==> src/rtl/move_input_conditioner_pkg.sv <==
// rtl/move_input_conditioner_pkg.sv - direction codes, timing defaults and arbitration helper for the move input conditioner
package move_input_conditioner_pkg;

    // Number of board switches feeding the conditioner.
    localparam int NUM_SW = 4;

    // Direction codes shared with the frog controller.
    typedef logic [1:0] dir_t;
    localparam dir_t DIR_UP    = 2'd0;
    localparam dir_t DIR_DOWN  = 2'd1;
    localparam dir_t DIR_LEFT  = 2'd2;
    localparam dir_t DIR_RIGHT = 2'd3;

    // 10 ms of stable input at 25 MHz before a level change is believed.
    localparam int unsigned DEFAULT_DEBOUNCE_CYCLES = 250000;

`ifdef AUTO_REPEAT_EN
    // 500 ms before the first repeat, then one repeat every 200 ms.
    localparam int unsigned DEFAULT_REPEAT_DELAY_CYCLES  = 12500000;
    localparam int unsigned DEFAULT_REPEAT_PERIOD_CYCLES = 5000000;
`endif

    // Fixed priority pick: up beats down beats left beats right.
    function automatic dir_t pick_dir(input logic [NUM_SW-1:0] req);
        dir_t d;
        if (req[0]) begin
            d = DIR_UP;
        end else if (req[1]) begin
            d = DIR_DOWN;
        end else if (req[2]) begin
            d = DIR_LEFT;
        end else begin
            d = DIR_RIGHT;
        end
        return d;
    endfunction

endpackage

==> src/rtl/move_input_conditioner_switch_debouncer.sv <==
// rtl/move_input_conditioner_switch_debouncer.sv - 2-FF synchroniser, debounce counter, debounced level and rise pulse for one switch
module move_input_conditioner_switch_debouncer #(
    parameter int unsigned DEBOUNCE_CYCLES = 4
) (
    input  logic clk,
    input  logic reset_n,
    input  logic raw_in,
    output logic level,
    output logic rise
);

    localparam int unsigned CNT_W = $clog2(DEBOUNCE_CYCLES + 1);
    localparam logic [CNT_W-1:0] CNT_DONE = CNT_W'(DEBOUNCE_CYCLES);

    logic             sync1_q, sync1_d;
    logic             sync2_q, sync2_d;
    logic [CNT_W-1:0] cnt_q, cnt_d;
    logic [CNT_W-1:0] cnt_inc;
    logic             level_q, level_d;
    logic             rise_q, rise_d;

    // Count consecutive disagreeing cycles; flip the level once the disagreement has lasted long enough.
    always_comb begin
        sync1_d = raw_in;
        sync2_d = sync1_q;
        cnt_inc = cnt_q + 1'b1;
        cnt_d   = cnt_q;
        level_d = level_q;
        rise_d  = 1'b0;
        if (sync2_q != level_q) begin
            if (cnt_inc == CNT_DONE) begin
                cnt_d   = '0;
                level_d = ~level_q;
                rise_d  = ~level_q;
            end else begin
                cnt_d = cnt_inc;
            end
        end else begin
            cnt_d = '0;
        end
    end

    // State registers; the rise pulse is registered alongside the level it describes.
    always_ff @(posedge clk) begin
        if (!reset_n) begin
            sync1_q <= 1'b0;
            sync2_q <= 1'b0;
            cnt_q   <= '0;
            level_q <= 1'b0;
            rise_q  <= 1'b0;
        end else begin
            sync1_q <= sync1_d;
            sync2_q <= sync2_d;
            cnt_q   <= cnt_d;
            level_q <= level_d;
            rise_q  <= rise_d;
        end
    end

    assign level = level_q;
    assign rise  = rise_q;

endmodule

==> src/rtl/move_input_conditioner.sv <==
// rtl/move_input_conditioner.sv - debounced, coalesced, priority-arbitrated move commands from four switches (optional AUTO_REPEAT_EN)
module move_input_conditioner
    import move_input_conditioner_pkg::*;
#(
    parameter int unsigned DEBOUNCE_CYCLES = DEFAULT_DEBOUNCE_CYCLES
`ifdef AUTO_REPEAT_EN
    ,
    parameter int unsigned REPEAT_DELAY_CYCLES  = DEFAULT_REPEAT_DELAY_CYCLES,
    parameter int unsigned REPEAT_PERIOD_CYCLES = DEFAULT_REPEAT_PERIOD_CYCLES
`endif
) (
    input  logic       clk,
    input  logic       reset_n,
    input  logic       switch1,
    input  logic       switch2,
    input  logic       switch3,
    input  logic       switch4,
    output logic       move_valid,
    output logic [1:0] move_dir,
    input  logic       move_ready,
    output logic [3:0] switch_level
);

    logic [NUM_SW-1:0] raw_sw;
    logic [NUM_SW-1:0] level;
    logic [NUM_SW-1:0] rise;
    logic [NUM_SW-1:0] repeat_evt;

    logic [NUM_SW-1:0] pending_q, pending_d;
    logic [NUM_SW-1:0] pending_clr;
    logic              move_valid_q, move_valid_d;
    dir_t              move_dir_q, move_dir_d;
    logic              grant_en;
    dir_t              grant_dir;

    assign raw_sw = {switch4, switch3, switch2, switch1};

    for (genvar i = 0; i < NUM_SW; i++) begin : g_deb
        move_input_conditioner_switch_debouncer #(
            .DEBOUNCE_CYCLES(DEBOUNCE_CYCLES)
        ) u_deb (
            .clk    (clk),
            .reset_n(reset_n),
            .raw_in (raw_sw[i]),
            .level  (level[i]),
            .rise   (rise[i])
        );
    end

`ifdef AUTO_REPEAT_EN
    localparam int unsigned HOLD_MAX = (REPEAT_DELAY_CYCLES > REPEAT_PERIOD_CYCLES) ?
                                       REPEAT_DELAY_CYCLES : REPEAT_PERIOD_CYCLES;
    localparam int unsigned HOLD_W   = $clog2(HOLD_MAX + 1);
    localparam logic [HOLD_W-1:0] DELAY_CNT  = HOLD_W'(REPEAT_DELAY_CYCLES);
    localparam logic [HOLD_W-1:0] PERIOD_CNT = HOLD_W'(REPEAT_PERIOD_CYCLES);

    logic [HOLD_W-1:0] hold_cnt_q, hold_cnt_d;
    logic [HOLD_W-1:0] hold_target;
    logic              repeating_q, repeating_d;
    logic              one_held;

    assign one_held = $onehot(level);

    // Time a single held switch: first repeat after the delay, later ones every period.
    always_comb begin
        hold_cnt_d  = hold_cnt_q;
        repeating_d = repeating_q;
        repeat_evt  = '0;
        hold_target = repeating_q ? PERIOD_CNT : DELAY_CNT;
        if (!one_held) begin
            hold_cnt_d  = '0;
            repeating_d = 1'b0;
        end else if (hold_cnt_q == hold_target) begin
            repeat_evt  = level;
            hold_cnt_d  = HOLD_W'(1);
            repeating_d = 1'b1;
        end else begin
            hold_cnt_d = hold_cnt_q + 1'b1;
        end
    end

    // Hold-timer registers.
    always_ff @(posedge clk) begin
        if (!reset_n) begin
            hold_cnt_q  <= '0;
            repeating_q <= 1'b0;
        end else begin
            hold_cnt_q  <= hold_cnt_d;
            repeating_q <= repeating_d;
        end
    end
`else
    assign repeat_evt = '0;
`endif

    // Grant the highest-priority pending move whenever the output slot is free or being emptied.
    always_comb begin
        grant_en     = !move_valid_q || move_ready;
        grant_dir    = pick_dir(pending_q);
        pending_clr  = '0;
        move_valid_d = move_valid_q;
        move_dir_d   = move_dir_q;
        if (grant_en) begin
            if (|pending_q) begin
                move_valid_d = 1'b1;
                move_dir_d   = grant_dir;
                pending_clr  = NUM_SW'(1) << grant_dir;
            end else begin
                move_valid_d = 1'b0;
            end
        end
        // A fresh event on the direction being granted survives the clear.
        pending_d = (pending_q & ~pending_clr) | rise | repeat_evt;
    end

    // Pending set and output register.
    always_ff @(posedge clk) begin
        if (!reset_n) begin
            pending_q    <= '0;
            move_valid_q <= 1'b0;
            move_dir_q   <= DIR_UP;
        end else begin
            pending_q    <= pending_d;
            move_valid_q <= move_valid_d;
            move_dir_q   <= move_dir_d;
        end
    end

    assign move_valid   = move_valid_q;
    assign move_dir     = move_dir_q;
    assign switch_level = level;

endmodule
==> config.mk <==
export PLATFORM = sky130hd
export DESIGN_NAME = move_input_conditioner
export DESIGN_NICKNAME = d
export VERILOG_FILES = /design/src/rtl/move_input_conditioner_pkg.sv /design/src/rtl/move_input_conditioner_switch_debouncer.sv /design/src/rtl/move_input_conditioner.sv
export SDC_FILE = /design/constraint.sdc
export NUM_CORES = 1
export LEC_CHECK = 0
export ABC_AREA = 1
export BUFFER_PORTS_ARGS = -buffer_cell sky130_fd_sc_hd__buf_4
export CORE_UTILIZATION = 30
export DETAILED_ROUTE_END_ITERATION = 6
export REMOVE_ABC_BUFFERS = 1
export SLEW_MARGIN = 20
export SYNTH_ARGS = -nofsm -noshare
export SYNTH_HDL_FRONTEND = slang
export SYNTH_SLANG_ARGS = --single-unit
export TNS_END_PERCENT = 1
==> constraint.sdc <==
create_clock -name clk -period 2 [get_ports clk]
set_input_delay 0.3 -clock clk [delete_from_list [all_inputs] [get_ports clk]]
set_output_delay 0.3 -clock clk [all_outputs]
set_load 0.02 [all_outputs]
==> results of run 1 <==
==> metrics by stage <==
stage               util [%]  power, W  instances  hold slack, ns  setup WS, ns
floorplan                  -  0.001975        779          0.3900        0.2512
global placement       34.10  0.002002       1033          0.3925      -0.03041
detailed placement     34.10  0.002003       1033          0.3997      -0.05753
CTS                    35.90  0.003684       1049          0.1192      0.009942
global route           39.40  0.003784       1067          0.1338      -0.04336
finish                 39.40  0.003656       1067          0.1287        0.1096
==> flip-flops by register name (all words and copies together), names as in the netlist <==
signal               cells
g_deb.u_deb.sync2_q      4
g_deb.u_deb.sync1_q      4
move_dir                 2
g_deb.u_deb.level        4
move_valid               1
pending_q                4
g_deb.u_deb.cnt_q       72
g_deb.u_deb.rise         4
==> logic make-up after synthesis <==
group / Yosys count / synth area share (%)
AO/OA/AOI/OAI: 34 / 3.752
AND/OR/NAND/NOR: 508 / 43.72
XOR/XNOR: 15 / 2.626
adder cells (fa/ha/maj): 4 / 1.001
flip-flops: 95 / 38.02
buffers and inverters: 133 / 10.88
==> critical path, stage by stage (launching register included) <==
cell,delay [ns]
dfxtp_1,0.34
buf_4,0.12
nand2_1,0.07
nor2_4,0.20
buf_4,0.15
nand3_1,0.07
nand2_1,0.09
nand2_1,0.05
nor2_1,0.15
nand2_1,0.08
nor2_2,0.14
nand2_4,0.14
nand2_8,0.13
nor2_1,0.05
==> placed cells by master (no fill, tap or decap), types with 8 or more instances in the layout <==
master	synthesis	final
nor2_1	159	135
inv_1	123	121
nand3_4	2	9
o21ai_0	12	11
dfxtp_2	0	12
dfxtp_1	95	83
nor2_2	11	19
nand3_1	54	48
nand3_2	3	8
a21oi_1	11	11
clkbuf_16	0	9
xor2_1	10	9
nand4_1	24	24
nor2_4	2	18
buf_4	4	42
nand2_4	2	9
nand2_2	6	8
nand2_1	230	223
==> power groups by stage <==
stage,logic [W],registers [W],clock network [W]
final,0.0000757,0.00191,0.00167
after global routing,0.0000841,0.00191,0.00179
after CTS,0.0000537,0.00191,0.00172
after detailed placement,0.0000534,0.00195,0
after global placement,0.0000530,0.00195,0
after floorplan,0.0000256,0.00195,0
==> routing by layer <==
metal / global-route usage, % / vias up / wire length (µm)
met1: 16.68 / 2092 / 5708
met2: 20.95 / 52 / 5254
met3: 1.736 / 16 / 290
met5: 0 / - / 0
li1: - / 2560 / -
met4: 6.144 / 0 / 240
==> area by class of cell <==
class	count	area share (%)
Multi-Input combinational cell	572	48.07
Sequential cell	95	30.29
Inverter	123	7.336
Timing Repair Buffer	45	5.517
Tap cell	216	4.271
Clock buffer	12	4.054
Clock inverter	4	0.4548
==> worst min-delay path by stage <==
| stage | start | end | slack [ns] | cells past startpoint |
|---|---|---|---|---|
| finish | switch4 | g_deb[3].u_deb.sync1_q | 0.13 | 3 |
| global route | switch4 | g_deb[3].u_deb.sync1_q | 0.13 | 3 |
| CTS | switch4 | g_deb[3].u_deb.sync1_q | 0.12 | 3 |
| detailed placement | g_deb[3].u_deb.sync1_q | g_deb[3].u_deb.sync2_q | 0.40 | 2 |
| global placement | g_deb[3].u_deb.sync1_q | g_deb[3].u_deb.sync2_q | 0.39 | 2 |
| floorplan | g_deb[0].u_deb.sync1_q | g_deb[0].u_deb.sync2_q | 0.39 | 2 |
==> timing repair <==
action / 4_1_cts / 5_1_grt
setup buffers: 0 / 7
cloned: 0 / 11
setup endpoints to repair: 18 / 79
gates resized for setup: 2 / 100
pin swaps: 1 / 27
==> run_results.csv, run 1 <==
group,metric,value,unit
run_status,status,"complete, no violations",
detailed_routing,routed_via_density,4.424,
clock_tree,numCtsBuffers,9,
critical_path,cp-endpoint,"g_deb[3].u_deb.cnt_q[16]",
synth,seq_area_frac_synth,38.02,%
global_route,grt_pass1_vias,4210,
global_route,overflow,0,
critical_path,crit_start,"g_deb[3].u_deb.cnt_q[0]",
sta,rsz0062_at_grt,"yes",
critical_path,crit_path_start_kind,"flop",
die,floorplan.die.width,131.1,µm
global_route,grt_antenna_before_repair,0,
pwr,seqPwrFrac,52.2,%
detailed_routing,wl,11490,µm
pwr,p_switching,0.0008139,W
global_route,grt.total_usage,12.85,%
synth,syn_area,5002,µm²
clock_tree,cts_htree_levels,3,
synth,synthCells,789,
finish,n_fill_cell,1688,
clock_tree,hold_buffers,0,
die,initial_utilization,31.15,%
synth,synth_top_area_share,38.02,%
clock_tree,clockBufferDepth,2,
sta,worst_clock_skew,0.007443,ns
critical_path,ff2ff_path_depth,13,
sta,fmax,529.0,MHz
critical_path,cp.arrival,2.13,ns
die,ios,14,
critical_path,path_max_fanout,9,
finish,regArea,1917,µm²
synth,synth_edf_count,0,
sta,setup_tns,0,ns
pwr,clkPwrFrac,45.8,%
clock_tree,clk_latency,0.35,ns
die,core_area,16060,µm²
sta,max-slew-margin-rel,25.66,%
global_route,grt_max_degree,23,
detailed_routing,detail-route-antenna-nets,0,
synth,synth-async-reset-ratio,0,%
synth,synth_ff_type,"dfxtp_1",
die,die_area,17200,µm²
clock_tree,cts_tree,"yes",
finish,layout-drive-gt1-share,18.57,%
critical_path,r2r_start,"g_deb[3].u_deb.cnt_q[0]",
sta,fin_crit_sh,94.52,%
detailed_routing,first_iter_violations,218,
synth,ys_top_cells_by_count,"230 x nand2_1, 159 x nor2_1, 123 x inv_1",
clock_tree,root_buffer,"clkbuf_16",
clock_tree,cts.clk_slew.worst_paths,0.07,ns
critical_path,worst_r2r_endpoint,"g_deb[3].u_deb.cnt_q[16]",
synth,synth-seq-cells,95,
clock_tree,clock-sinks,95,
finish,multi_input_area,3042,µm²
sta,report.final.slew_viol_count,0,
detailed_routing,num_vias,4720,
critical_path,path_class,"flop to flop",
synth,synthTopCellsByArea,"dfxtp_1 38%, nand2_1 17%, nor2_1 12%",
synth,synth_cell_types,25,
finish,final_nets,857,
finish,n_antenna_cell,0,
critical_path,worstSetupEndpointType,"flop",
synth,yosysWarnings,0,
critical_path,r2r_slack,0.11,ns
min_path,hold_path_class,"primary input to flop",
pwr,p_per_area,577.7,nW/µm²
detailed_routing,dr.pass1.iters,4,
global_route,grt_pass1_wl,18330,µm
place,port_buffers,13,
sta,worst_pin_slew,1.111,ns
place,place_congestion,0.8368,
pwr,power.share.combinational,2.1,%
die,die_h,131.1,µm
die,row_count,46,
flow_run,maxCapViolations,0,
synth,yosysMostFrequentCell,"nand2_1",
finish,postLayoutCellArea,6327,µm²
sta,hold_viol_final,0,
sta,setup_viol,0,
pwr,peakVddDrop,0.0003302,V
pwr,intPower,0.002842,W
synth,avgSynthCellArea,6.340,µm²
critical_path,worstPathRequired,2.24,ns
pwr,leakage,2.388,nW
place,hpwlAfterDp,7652,µm
pwr,switching_share,22.26,%
finish,syn_to_final_growth,26.49,%
synth,yosysTopAreaCell,"dfxtp_1",
detailed_routing,drc,0,
sta,min_period,1.890,ns
detailed_routing,wire_per_inst,10.77,µm
place,post_dp_cell_area,5475,µm²
Power figures use the tool's default switching activity.
==> inputs of run 2 (changes only) <==
- BUFFER_PORTS_ARGS: -buffer_cell sky130_fd_sc_hd__buf_4 -> unset
- DONT_BUFFER_PORTS: unset -> 1
- PLACE_DENSITY_LB_ADDON: unset -> 0.05
- REMOVE_ABC_BUFFERS: 1 -> unset
==> run 2 against run 1 <==
  * Power increased by 6.5%
  * Via count about the same
  * Sequential cell count stayed put
  * Design area is 1.6% lower
  * Die area did not move
  * Critical endpoint is now g_deb[2].u_deb.cnt_q[7]
  * Clock-buffer cell count unchanged
  * Maximum frequency decreased by 4.4%
  * Combinational power fell by 33%
  * Global-route usage up 1.6 points
  * First-iteration DRC count up 16%
  * Setup slack got worse by 0.087 ns
  * Sequential power about the same
==> run_results.csv, run 2 (synthesis gave the netlist of run 1 again) <==
group,metric,value,unit
finish,final_nets,846,
critical_path,path_class,"flop to flop",
global_route,grt_antenna_before_repair,0,
finish,fin_util,38.77,%
pwr,peakVddDrop,0.0004282,V
critical_path,cp.arrival,2.22,ns
clock_tree,cts_tree,"yes",
critical_path,crit_path_start_kind,"flop",
critical_path,slowest_delay,0.34,ns
clock_tree,clock-sinks,95,
sta,worst_clock_skew,0.008113,ns
critical_path,crit_slowest_cell,"dfxtp_2",
clock_tree,root_buffer,"clkbuf_16",
global_route,overflow,0,
detailed_routing,wl,12320,µm
critical_path,worstPathRequired,2.24,ns
flow_run,maxCapViolations,0,
sta,fin_crit_sh,98.85,%
sta,report.final.slew_viol_count,0,
critical_path,critical_path_buf_inv_count,1,
sta,max-slew-margin-rel,34.72,%
die,initial_utilization,31.15,%
pwr,power,0.003895,W
critical_path,r2r_slack,0.02,ns
sta,fmax,505.8,MHz
die,die_h,131.1,µm
die,core_area,16060,µm²
finish,syn_to_final_growth,24.46,%
finish,layout-drive-gt1-share,17.86,%
die,die_area,17200,µm²
detailed_routing,drc,0,
min_path,hold_depth,2,
finish,largest_register,"g_deb.u_deb.cnt_q",
pwr,leakage,2.330,nW
detailed_routing,wire_per_inst,11.67,µm
die,floorplan.die.width,131.1,µm
finish,n_antenna_cell,0,
place,place_congestion,0.7927,
sta,setup_viol,0,
finish,postLayoutCellArea,6226,µm²
global_route,grt.total_usage,14.42,%
run_status,status,"complete, no violations",
die,row_count,46,
finish,largest_register_ffs,72,
die,ios,14,
clock_tree,cts_htree_levels,3,
place,hpwlAfterDp,8629,µm
critical_path,crit_cells,12,
finish,final_common_cell,"nand2_1",
place,post_dp_cell_area,5415,µm²
sta,hold_viol_final,0,
clock_tree,clk_latency,0.35,ns
sta,min_period,1.977,ns
detailed_routing,routed_via_density,4.473,
critical_path,ff2ff_path_depth,12,
sta,worst_pin_slew,0.9756,ns
detailed_routing,detail-route-antenna-nets,0,
clock_tree,cts.clk_slew.worst_paths,0.07,ns
clock_tree,clockBufferDepth,2,
sta,rsz0062_at_grt,"yes",
global_route,grt_pass1_vias,4225,
critical_path,path_max_fanout,8,
sta,setup_tns,0,ns
min_path,hold_path_class,"primary input to flop",
global_route,grt_max_degree,26,
critical_path,cpLargestDelayFamily,"simple AND/OR/NAND/NOR gates",
clock_tree,numCtsBuffers,9,
detailed_routing,dr.pass1.iters,4,
critical_path,worstSetupEndpointType,"flop",
global_route,grt_pass1_wl,20110,µm
synth,syn_nets,800,
finish,final_cell_mix,"222 x nand2_1, 128 x nor2_1, 121 x inv_1",
place,port_buffers,0,
pwr,p_per_area,625.6,nW/µm²
detailed_routing,num_vias,4724,
critical_path,cp_cell_sequence,"buf_6 -> nand2_4 -> nor2_4 -> nand2_4 -> o21ai_2 -> nand2_2 -> nor2_1 -> nand2_1 -> nor2_2 -> nand3_4 -> nand2_4 -> nor2_1",
critical_path,cpMostUsedCell,"nand2_4",
detailed_routing,first_iter_violations,252,
clock_tree,hold_buffers,0,
[run 2: worst reg2reg max path, stage by stage (launching register included)]
cell and delay [ns]:
dfxtp_2 0.34, buf_6 0.10, nand2_4 0.05, nor2_4 0.27, nand2_4 0.12, o21ai_2 0.16
nand2_2 0.09, nor2_1 0.10, nand2_1 0.07, nor2_2 0.16, nand3_4 0.20, nand2_4 0.16
nor2_1 0.06
[run 2: layout make-up]
cell class,count,area (µm²)
Inverter,123,464.2
Sequential cell,95,1918
Tap cell,216,270.3
Multi-Input combinational cell,568,2948
Clock inverter,4,76.32
Clock buffer,12,256.5
Fill cell,1718,9832
Timing Repair Buffer,38,292.8
[run 2: final timing paths]
path                                               from                 endpoint
worst max-delay path            g_deb[2].u_deb.cnt_q[1]  g_deb[2].u_deb.cnt_q[7]
worst min-delay path                            switch4   g_deb[3].u_deb.sync1_q
worst max register to register  g_deb[2].u_deb.cnt_q[1]  g_deb[2].u_deb.cnt_q[7]
worst min register to register   g_deb[3].u_deb.sync1_q   g_deb[3].u_deb.sync2_q
[run 2: per-stage QoR]
step                hold slack, ns  std cells  setup slack, ns
finish                     0.04679       1056          0.02298
detailed placement          0.4021       1025          -0.1766
global placement            0.4021       1025          -0.1382
global route               0.02792       1056         -0.08653
CTS                        0.02468       1045         0.004051
floorplan                   0.3905        789           0.1740
[run 2: what timing repair did]
action | 4_1_cts | 5_1_grt
gates cloned | 3 | 4
gates resized for setup | 10 | 89
pin swaps | 3 | 26
buffers inserted | 1 | 7
setup endpoints to repair | 45 | 79
[run 2: routing by layer]
| metal | GRT usage [%] | wire (µm) | vias to the layer above |
|---|---|---|---|
| li1 | - | - | 2533 |
| met1 | 18.71 | 6128 | 2139 |
| met2 | 23.11 | 5668 | 40 |
| met3 | 3.781 | 372 | 12 |
| met4 | 4.706 | 153 | 0 |
| met5 | 0 | 0 | - |
[run 2: power breakdown]
group	switching [W]	leakage (nW)	internal [W]
logic	0.0000334	1.40	0.0000175
registers	0.00000544	0.773	0.00190
clock network	0.000769	0.159	0.00117
total	0.000808	2.33	0.00309
==> inputs of run 3 (changes only) <==
- BUFFER_PORTS_ARGS: unset -> -buffer_cell sky130_fd_sc_hd__buf_4
- DONT_BUFFER_PORTS: 1 -> unset
==> run 3 against run 2 <==
  * Die area is the same
  * Clock-buffer cell count shrank 1
  * First-iteration DRC count shrank 7.9%
  * Power shrank 6.6%
  * Clock skew shrank 0.0028 ns
  * Cell count grew 0.76%
  * Sequential power is essentially flat
  * Non-clock buffer count grew 9
  * Clock power shrank 14%
  * Routed wire length shrank 2.2%
  * Maximum frequency grew 3.8%
  * Sequential cell count is the same
  * Critical endpoint is now g_deb[2].u_deb.cnt_q[8]
==> run_results.csv, run 3 (synthesis gave the netlist of run 1 again) <==
group,metric,value,unit
clock_tree,cts_htree_levels,3,
sta,setup_viol,0,
finish,final_nets,854,
place,place_congestion,0.7845,
clock_tree,cts_tree,"yes",
clock_tree,clock-sinks,95,
global_route,overflow,0,
critical_path,cp.arrival,2.14,ns
critical_path,worstPathRequired,2.23,ns
synth,syn_nets,800,
sta,fmax,525.3,MHz
pwr,switching_share,22.12,%
pwr,peakVddDrop,0.0004094,V
pwr,p_switching,0.0008049,W
finish,largest_register_ffs,72,
clock_tree,root_buffer,"clkbuf_16",
sta,fin_crit_sh,95.19,%
global_route,grt_antenna_before_repair,0,
die,row_count,46,
critical_path,path_class,"flop to flop",
finish,final_cell_mix,"226 x nand2_1, 126 x nor2_1, 121 x inv_1",
clock_tree,numCtsBuffers,9,
place,post_dp_cell_area,5528,µm²
sta,min_period,1.904,ns
finish,n_antenna_cell,0,
global_route,grt_pass1_wl,19910,µm
pwr,power.share.combinational,2.0,%
sta,worst_pin_slew,0.9230,ns
critical_path,path_max_fanout,18,
critical_path,crit_slowest_cell,"dfxtp_1",
sta,hold_viol_final,0,
global_route,grt_max_degree,26,
place,port_buffers,13,
die,die_area,17200,µm²
detailed_routing,wire_per_inst,11.32,µm
clock_tree,clk_latency,0.34,ns
critical_path,slowest_delay,0.33,ns
die,ios,14,
run_status,status,"complete, no violations",
clock_tree,hold_buffers,0,
finish,layout-drive-gt1-share,17.81,%
sta,rsz0062_at_grt,"yes",
detailed_routing,wl,12050,µm
critical_path,crit_path_start_kind,"flop",
die,initial_utilization,31.15,%
detailed_routing,detail-route-antenna-nets,0,
detailed_routing,drc,0,
detailed_routing,num_vias,4690,
finish,postLayoutCellArea,6200,µm²
critical_path,cpLargestDelayFamily,"simple AND/OR/NAND/NOR gates",
finish,final_common_cell,"nand2_1",
pwr,leakage,2.334,nW
pwr,clkPwrFrac,45.7,%
min_path,hold_path_class,"primary input to flop",
sta,report.final.slew_viol_count,0,
clock_tree,clockBufferDepth,2,
finish,fin_cells,1064,
sta,max-slew-margin-rel,38.26,%
critical_path,cp_cell_sequence,"buf_4 -> nand2_2 -> nor2_4 -> nand2_2 -> o21ai_1 -> nand2_1 -> nor2_1 -> nand2_1 -> nor2_1 -> nand3_2 -> nand2_8 -> nor2_1",
die,die_h,131.1,µm
sta,worst_clock_skew,0.005297,ns
pwr,intPower,0.002834,W
clock_tree,cts.clk_slew.worst_paths,0.06,ns
global_route,grt_pass1_vias,4336,
critical_path,cpMostUsedCell,"nor2_1",
detailed_routing,first_iter_violations,232,
die,core_area,16060,µm²
pwr,seqPwrFrac,52.4,%
critical_path,critical_path_buf_inv_count,1,
global_route,grt.total_usage,14.17,%
flow_run,maxCapViolations,0,
detailed_routing,routed_via_density,4.408,
finish,syn_to_final_growth,23.94,%
die,floorplan.die.width,131.1,µm
detailed_routing,dr.pass1.iters,4,
finish,largest_register,"g_deb.u_deb.cnt_q",
pwr,p_per_area,586.9,nW/µm²
place,dp_cells,1040,
place,hpwlAfterDp,8587,µm
critical_path,worstSetupEndpointType,"flop",
-- run 3: path summary, 6_finish.rpt --
check	start	endpoint	slack [ns]	depth (start not counted)
worst max-delay path	g_deb[2].u_deb.cnt_q[1]	g_deb[2].u_deb.cnt_q[8]	0.1	12
worst min-delay path	switch1	g_deb[0].u_deb.sync1_q	0.14	3
worst max register to register	g_deb[2].u_deb.cnt_q[1]	g_deb[2].u_deb.cnt_q[8]	0.1	12
worst min register to register	g_deb[2].u_deb.sync1_q	g_deb[2].u_deb.sync2_q	0.41	2
-- run 3: layout make-up --
type	count	area (µm²)
clock buffers	11	252.7
clock inverters	5	31.28
fillers	1718	9858
inverters	123	461.7
multi-input cells	567	2915
flip-flops and latches	95	1912
well taps	216	270.3
repair buffers	47	356.6
-- run 3: stage by stage --
stage	total power (W)	hold slack (ns)	setup slack (ns)	setup TNS (ns)	util [%]
global route	0.003811	0.1344	-0.08972	-1.675	38.61
finish	0.003639	0.1392	0.09625	0	38.61
CTS	0.003714	0.1276	-0.003159	-0.003159	36.79
global placement	0.002004	0.4037	-0.07332	-1.363	34.42
detailed placement	0.002004	0.3974	-0.09960	-2.091	34.42
floorplan	0.001984	0.3905	0.1740	0	-
-- run 3: power by group through the flow --
stage | combinational (W) | clock, W | sequential [W]
finish | 0.0000714 | 0.00166 | 0.00191
global route | 0.0000793 | 0.00183 | 0.00191
CTS | 0.0000636 | 0.00175 | 0.00191
detailed placement | 0.0000546 | 0 | 0.00195
global placement | 0.0000543 | 0 | 0.00195
floorplan | 0.0000350 | 0 | 0.00195
-- run 3: routing by layer --
layer	wire length [µm]	vias up	GRT usage [%]	part of all wire (%)
met5	0	-	0	0
met4	197	0	5.033	1.6
met3	312	19	2.431	2.6
met2	5427	48	22.87	45
met1	6109	2078	18.91	51
li1	-	2545	-	-
-- run 3: timing repair --
action	in CTS	in global routing
setup buffers	1	1
resized for setup	12	72
pin swaps	2	10
endpoints found under the setup margin	56	79
gates cloned	3	3
-- run 3: worst reg2reg max path: cells and delay by family (launching register included) --
kind,cells,cell delay (ns)
AO/OA/AOI/OAI,1,0.15
buffers and inverters,1,0.11
flip-flops,1,0.33
AND/OR/NAND/NOR,10,1.19
